**src/rtl/uart_cmd_ctrl.sv**
```systemverilog
// rtl/uart_cmd_ctrl.sv - host command sequencer between UART and 2D filter core
// Decodes h/w/f/o byte commands and streams filter output memory to the TX UART.
module uart_cmd_ctrl #(
  parameter int         ADDR_W = 16,
  parameter logic [7:0] CMD_H  = 8'h68,
  parameter logic [7:0] CMD_W  = 8'h77,
  parameter logic [7:0] CMD_F  = 8'h66,
  parameter logic [7:0] CMD_O  = 8'h6F
) (
  input  logic              clk,
  input  logic              rst,
  input  logic              rx_valid,
  input  logic [7:0]        rx_data,
  output logic [7:0]        tx_data,
  output logic              tx_valid,
  input  logic              tx_ready,
  output logic              mem_ren,
  output logic [ADDR_W-1:0] mem_raddr,
  input  logic [7:0]        mem_rdata,
  output logic [7:0]        height,
  output logic [7:0]        width,
  output logic              filt_start,
  input  logic              filt_busy,
  output logic              busy
);

  typedef enum logic [2:0] {IDLE, GET_H, GET_W, RD, WAIT, SEND} state_t;

  state_t            state;
  logic [ADDR_W-1:0] last_addr;
  logic [15:0]       product;

  assign product = {8'd0, height} * {8'd0, width};

  always_ff @(posedge clk or posedge rst) begin
    if (rst) begin
      state      <= IDLE;
      height     <= '0;
      width      <= '0;
      tx_data    <= '0;
      tx_valid   <= 1'b0;
      mem_ren    <= 1'b0;
      mem_raddr  <= '0;
      last_addr  <= '0;
      filt_start <= 1'b0;
      busy       <= 1'b0;
    end else begin
      filt_start <= 1'b0;
      mem_ren    <= 1'b0;
      case (state)
        IDLE: begin
          if (rx_valid) begin
            case (rx_data)
              CMD_H: begin
                state <= GET_H;
                busy  <= 1'b1;
              end
              CMD_W: begin
                state <= GET_W;
                busy  <= 1'b1;
              end
              CMD_F: begin
                if (!filt_busy) filt_start <= 1'b1;
              end
              CMD_O: begin
                // Last address is frozen here so mid-dump h/w writes cannot alter the length
                if (!filt_busy) begin
                  mem_raddr <= '0;
                  last_addr <= ADDR_W'(product - 16'd1);
                  if (product != 16'd0) begin
                    state   <= RD;
                    busy    <= 1'b1;
                    mem_ren <= 1'b1;
                  end
                end
              end
              default: ;
            endcase
          end
        end
        GET_H: begin
          if (rx_valid) begin
            height <= rx_data;
            state  <= IDLE;
            busy   <= 1'b0;
          end
        end
        GET_W: begin
          if (rx_valid) begin
            width <= rx_data;
            state <= IDLE;
            busy  <= 1'b0;
          end
        end
        RD: begin
          state <= WAIT;
        end
        WAIT: begin
          tx_data  <= mem_rdata;
          tx_valid <= 1'b1;
          state    <= SEND;
        end
        SEND: begin
          if (tx_ready) begin
            tx_valid <= 1'b0;
            if (mem_raddr == last_addr) begin
              mem_raddr <= '0;
              state     <= IDLE;
              busy      <= 1'b0;
            end else begin
              mem_raddr <= mem_raddr + ADDR_W'(1);
              mem_ren   <= 1'b1;
              state     <= RD;
            end
          end
        end
        default: begin
          state <= IDLE;
          busy  <= 1'b0;
        end
      endcase
    end
  end

endmodule

```
**config.mk**
```make
export PLATFORM = sky130hd
export DESIGN_NAME = uart_cmd_ctrl
export DESIGN_NICKNAME = d
export VERILOG_FILES = /design/src/rtl/uart_cmd_ctrl.sv
export SDC_FILE = /design/constraint.sdc
export NUM_CORES = 1
export LEC_CHECK = 0
export BUFFER_PORTS_ARGS = -buffer_cell sky130_fd_sc_hd__buf_2
export CAP_MARGIN = 10
export CORE_AREA = 2 2 107 109
export DETAILED_ROUTE_END_ITERATION = 16
export DIE_AREA = 0 0 109 111
export GPL_ROUTABILITY_DRIVEN = 0
export PLACE_DENSITY = 0.72
export SLEW_MARGIN = 20
export SYNTH_ARGS = -nofsm -noshare
export SYNTH_HDL_FRONTEND = slang
export SYNTH_SLANG_ARGS = --single-unit
```
**constraint.sdc**
```tcl
create_clock -name clk -period 13.25 [get_ports clk]
set_clock_uncertainty 0.05 [all_clocks]
set_input_delay 1.9875 -clock clk [delete_from_list [all_inputs] [get_ports clk]]
set_output_delay 1.9875 -clock clk [all_outputs]
set_load 0.005 [all_outputs]
```
==> metrics.md <==
| Metric | Value |
|---|---|
| Residual DRC count | `0` |
| WP data arrival | `~5.4 ns` |
| Post-Syn Instances | `560` |
| Critical path class | `reg2reg` |
| Post-synth top area share | `0.293` |
| RSZ-0062 raised after global routing | `false` |
| DR WL/cell | `between 10 and 15 um` |
| Core Area | `around 11000 um^2` |
| Netlist Area Pre-Place | `5380 um^2` |
| Most frequent cells after synthesis | `63 x dfrtp_1, 55 x inv_1, 53 x and2_1` |
| MaxCap Viol Count | `0` |
| Total Negative Setup Slacks | `0 ns` |
| DP HPWL | `roughly 8800 um` |
| Area leader, netlist | `dfrtp_1` |
| Vias in the first global route | `between 4000 and 5000` |
| Synthesized Nets | `~660` |
| Row Count | `39` |
| Min-delay worst type | `reg2reg` |
| I/O pin cnt | `65` |
| Setup bufs post-CTS | `0` |
| Chip height | `between 100 and 150 um` |
| Clk_lat worst skew | `~0.33 ns` |
| Footprint of the multi-input gates | `around 3600 um^2` |
| Num CTS Buffers | `9` |
| Async S/R FF share, synth | `1.00` |
| CP required | `around 13 ns` |
| Min Tclk post-route | `between 5 and 6 ns` |
| Final setup fails | `0` |
| CTS tree | `done` |
| Filler cells | `988` |
| Count leader, synth | `dfrtp_1` |
| Initial drt markers | `about 220` |
| # clock sinks | `63` |
| Mean Syn Cell Area | `roughly 9.6 um^2` |
| EDFF count, synth | `0` |
| CTS Hold Bufs | `0` |
| Ant diodes | `0` |
| Area Growth Syn to Fin | `14.9%` |
| DR vias/cell | `around 5.4` |
| Relative slew slack | `0.371` |
| Largest cells by area after synthesis | `dfrtp_1 29%, fa_1 13%, ha_1 8.8%, and2_1 6.2%, mux2_2 5.4%` |
| GR Util All Layers | `0.201` |
| Main synth FF type | `dfrtp_1` |
| Fmax | `roughly 0.19 GHz` |
| Final antenna-violating net count | `0` |
| Pin count of the biggest net entering global routing | `64` |
| Post_cts resized | `0` |
| DR vias | `between 4000 and 5000` |
| IO buf count | `64` |
| Die ar. | `approximately 12000 um^2` |
| Slew Viols, Final | `0` |
| Layout cells sized above 1 | `0.192` |
| CP startpoint kind | `flip-flop` |
| Die Span X | `about 110 um` |
| R2R cell count | `16` |
| Yosys Warn Count | `0` |
| Gr ovfl total | `0` |
| Hold Fails Final Rpt | `0` |
| Period utilisation layout | `0.397` |
| Seq/Total Area, Yosys | `0.293` |
| Final nets | `a little over 700` |
| Max Root-Sink Buffers | `2` |
| Yosys reg bits | `63` |
| Status | `completed` |
| Register area | `around 1600 um^2` |
| Hold Crit Depth | `1` |
| H-tree depth | `3` |
| Distinct cells, synth | `58` |
| DRT Wirelength | `between 10000 and 15000 um` |
| Worst-margin pin slew | `~0.94 ns` |
| Clock Tree Root | `clkbuf_16` |
| CP max FO | `10` |
| Global-route wire length before repair | `slightly below 20000 um` |
| Clock Pin Slew Worst Setup and Hold Paths | `around 0.050 ns` |
| Initial core utilization | `0.486` |
| First-pass DRT Iterations | `5` |
| Critical path endpoint category | `flip-flop` |
| Initial antenna violation count | `0` |
worst max-delay path: stages, from the launching register on:
cell and delay (ns):
dfrtp_1 0.49, nand2_1 0.13, fa_1 0.52, fa_1 0.54
inv_1 0.05, fa_1 0.54, inv_1 0.06, fa_1 0.53
inv_1 0.05, ha_1 0.35, and3_1 0.19, a221o_1 0.37
xor2_1 0.19, or4_4 0.48, nor4_2 0.18, and4bb_1 0.30
o22ai_1 0.10
logic make-up (layout without fill, tap and decap cells):
| logic type | count (synthesis) | in the layout | share of synthesized area |
|---|---|---|---|
| xor+xnor | 49 | 49 | 0.0797 |
| simple gates | 197 | 197 | 0.206 |
| mux | 26 | 26 | 0.0544 |
| buf+inv | 67 | 137 | 0.0472 |
| fa+ha+maj | 74 | 74 | 0.222 |
| flops | 63 | 63 | 0.293 |
| compound gates | 84 | 84 | 0.0981 |
layout make-up:
cell class,count,share of cell area
Inverter,55,0.0334
Clock inverter,6,0.0176
Clock buffer,10,0.0370
Sequential cell,63,0.255
Tap cell,143,0.0289
Timing Repair Buffer,66,0.0542
Multi-Input combinational cell,430,0.574
metal layers:
metal,global-route usage,wire (um),vias to the layer above
met3,0.0294,444,19
met5,0,0,-
met1,0.276,5110,2044
met4,0.0812,213,0
met2,0.315,5630,102
li1,-,-,2044
sequential cells by signal, indices dropped and copies added, names as in the netlist, 3 cells and up:
signal / count
state: 3
last_addr: 16
width: 8
tx_data: 8
mem_raddr: 16
height: 8
path summary, 6_finish.rpt:
kind | from | end | slack, ns
worst max-delay path | width[7]$_DFFE_PP0P_ | state[1]$_DFFE_PP0P_ | 7.99
worst min-delay path | tx_valid$_DFFE_PP0P_ | tx_valid$_DFFE_PP0P_ | 0.43
worst max register to register | width[7]$_DFFE_PP0P_ | state[1]$_DFFE_PP0P_ | 7.99
worst min register to register | tx_valid$_DFFE_PP0P_ | tx_valid$_DFFE_PP0P_ | 0.43
max in group asynchronous | rst | mem_raddr[12]$_DFFE_PP0P_ | 10.83
min in group asynchronous | rst | tx_data[3]$_DFFE_PP0P_ | 1.83
cell usage in the layout (no fill, tap or decap), types with 2 or more instances in the layout:
cell type / instances
a211oi_1: 7
a21o_1: 7
a21oi_1: 15
a31oi_1: 2
a41oi_1: 2
and2_1: 53
and3_1: 5
buf_2: 64
buf_4: 2
bufinv_16: 3
clkbuf_16: 9
clkinv_2: 2
dfrtp_1: 63
fa_1: 36
ha_1: 38
inv_1: 54
mux2_2: 26
nand2_1: 48
nand2b_1: 3
nand3_1: 10
nand4_1: 4
nor2_1: 27
nor2b_1: 6
nor3_1: 11
nor3b_1: 2
nor4_1: 8
nor4_2: 3
o21ai_0: 29
o21ai_1: 6
o31ai_1: 3
or3_1: 3
xnor2_1: 24
xor2_1: 25
per-stage QoR:
stage | cells | hold WS [ns] | area [um^2] | util | worst slack, ns
finish | 773 | 0.432 | 6190 | 0.559 | 7.99
detailed placement | 757 | 0.423 | 5850 | 0.528 | 7.99
CTS | 773 | 0.435 | 6190 | 0.559 | 7.97
global route | 773 | 0.461 | 6190 | 0.559 | 7.75
floorplan | 560 | 0.418 | 5380 | - | 8.21
global placement | 757 | 0.414 | 5850 | 0.528 | 8.10
Power is not shown: default switching activity piles up to over one toggle a cycle in this logic, so the estimate is an artifact.
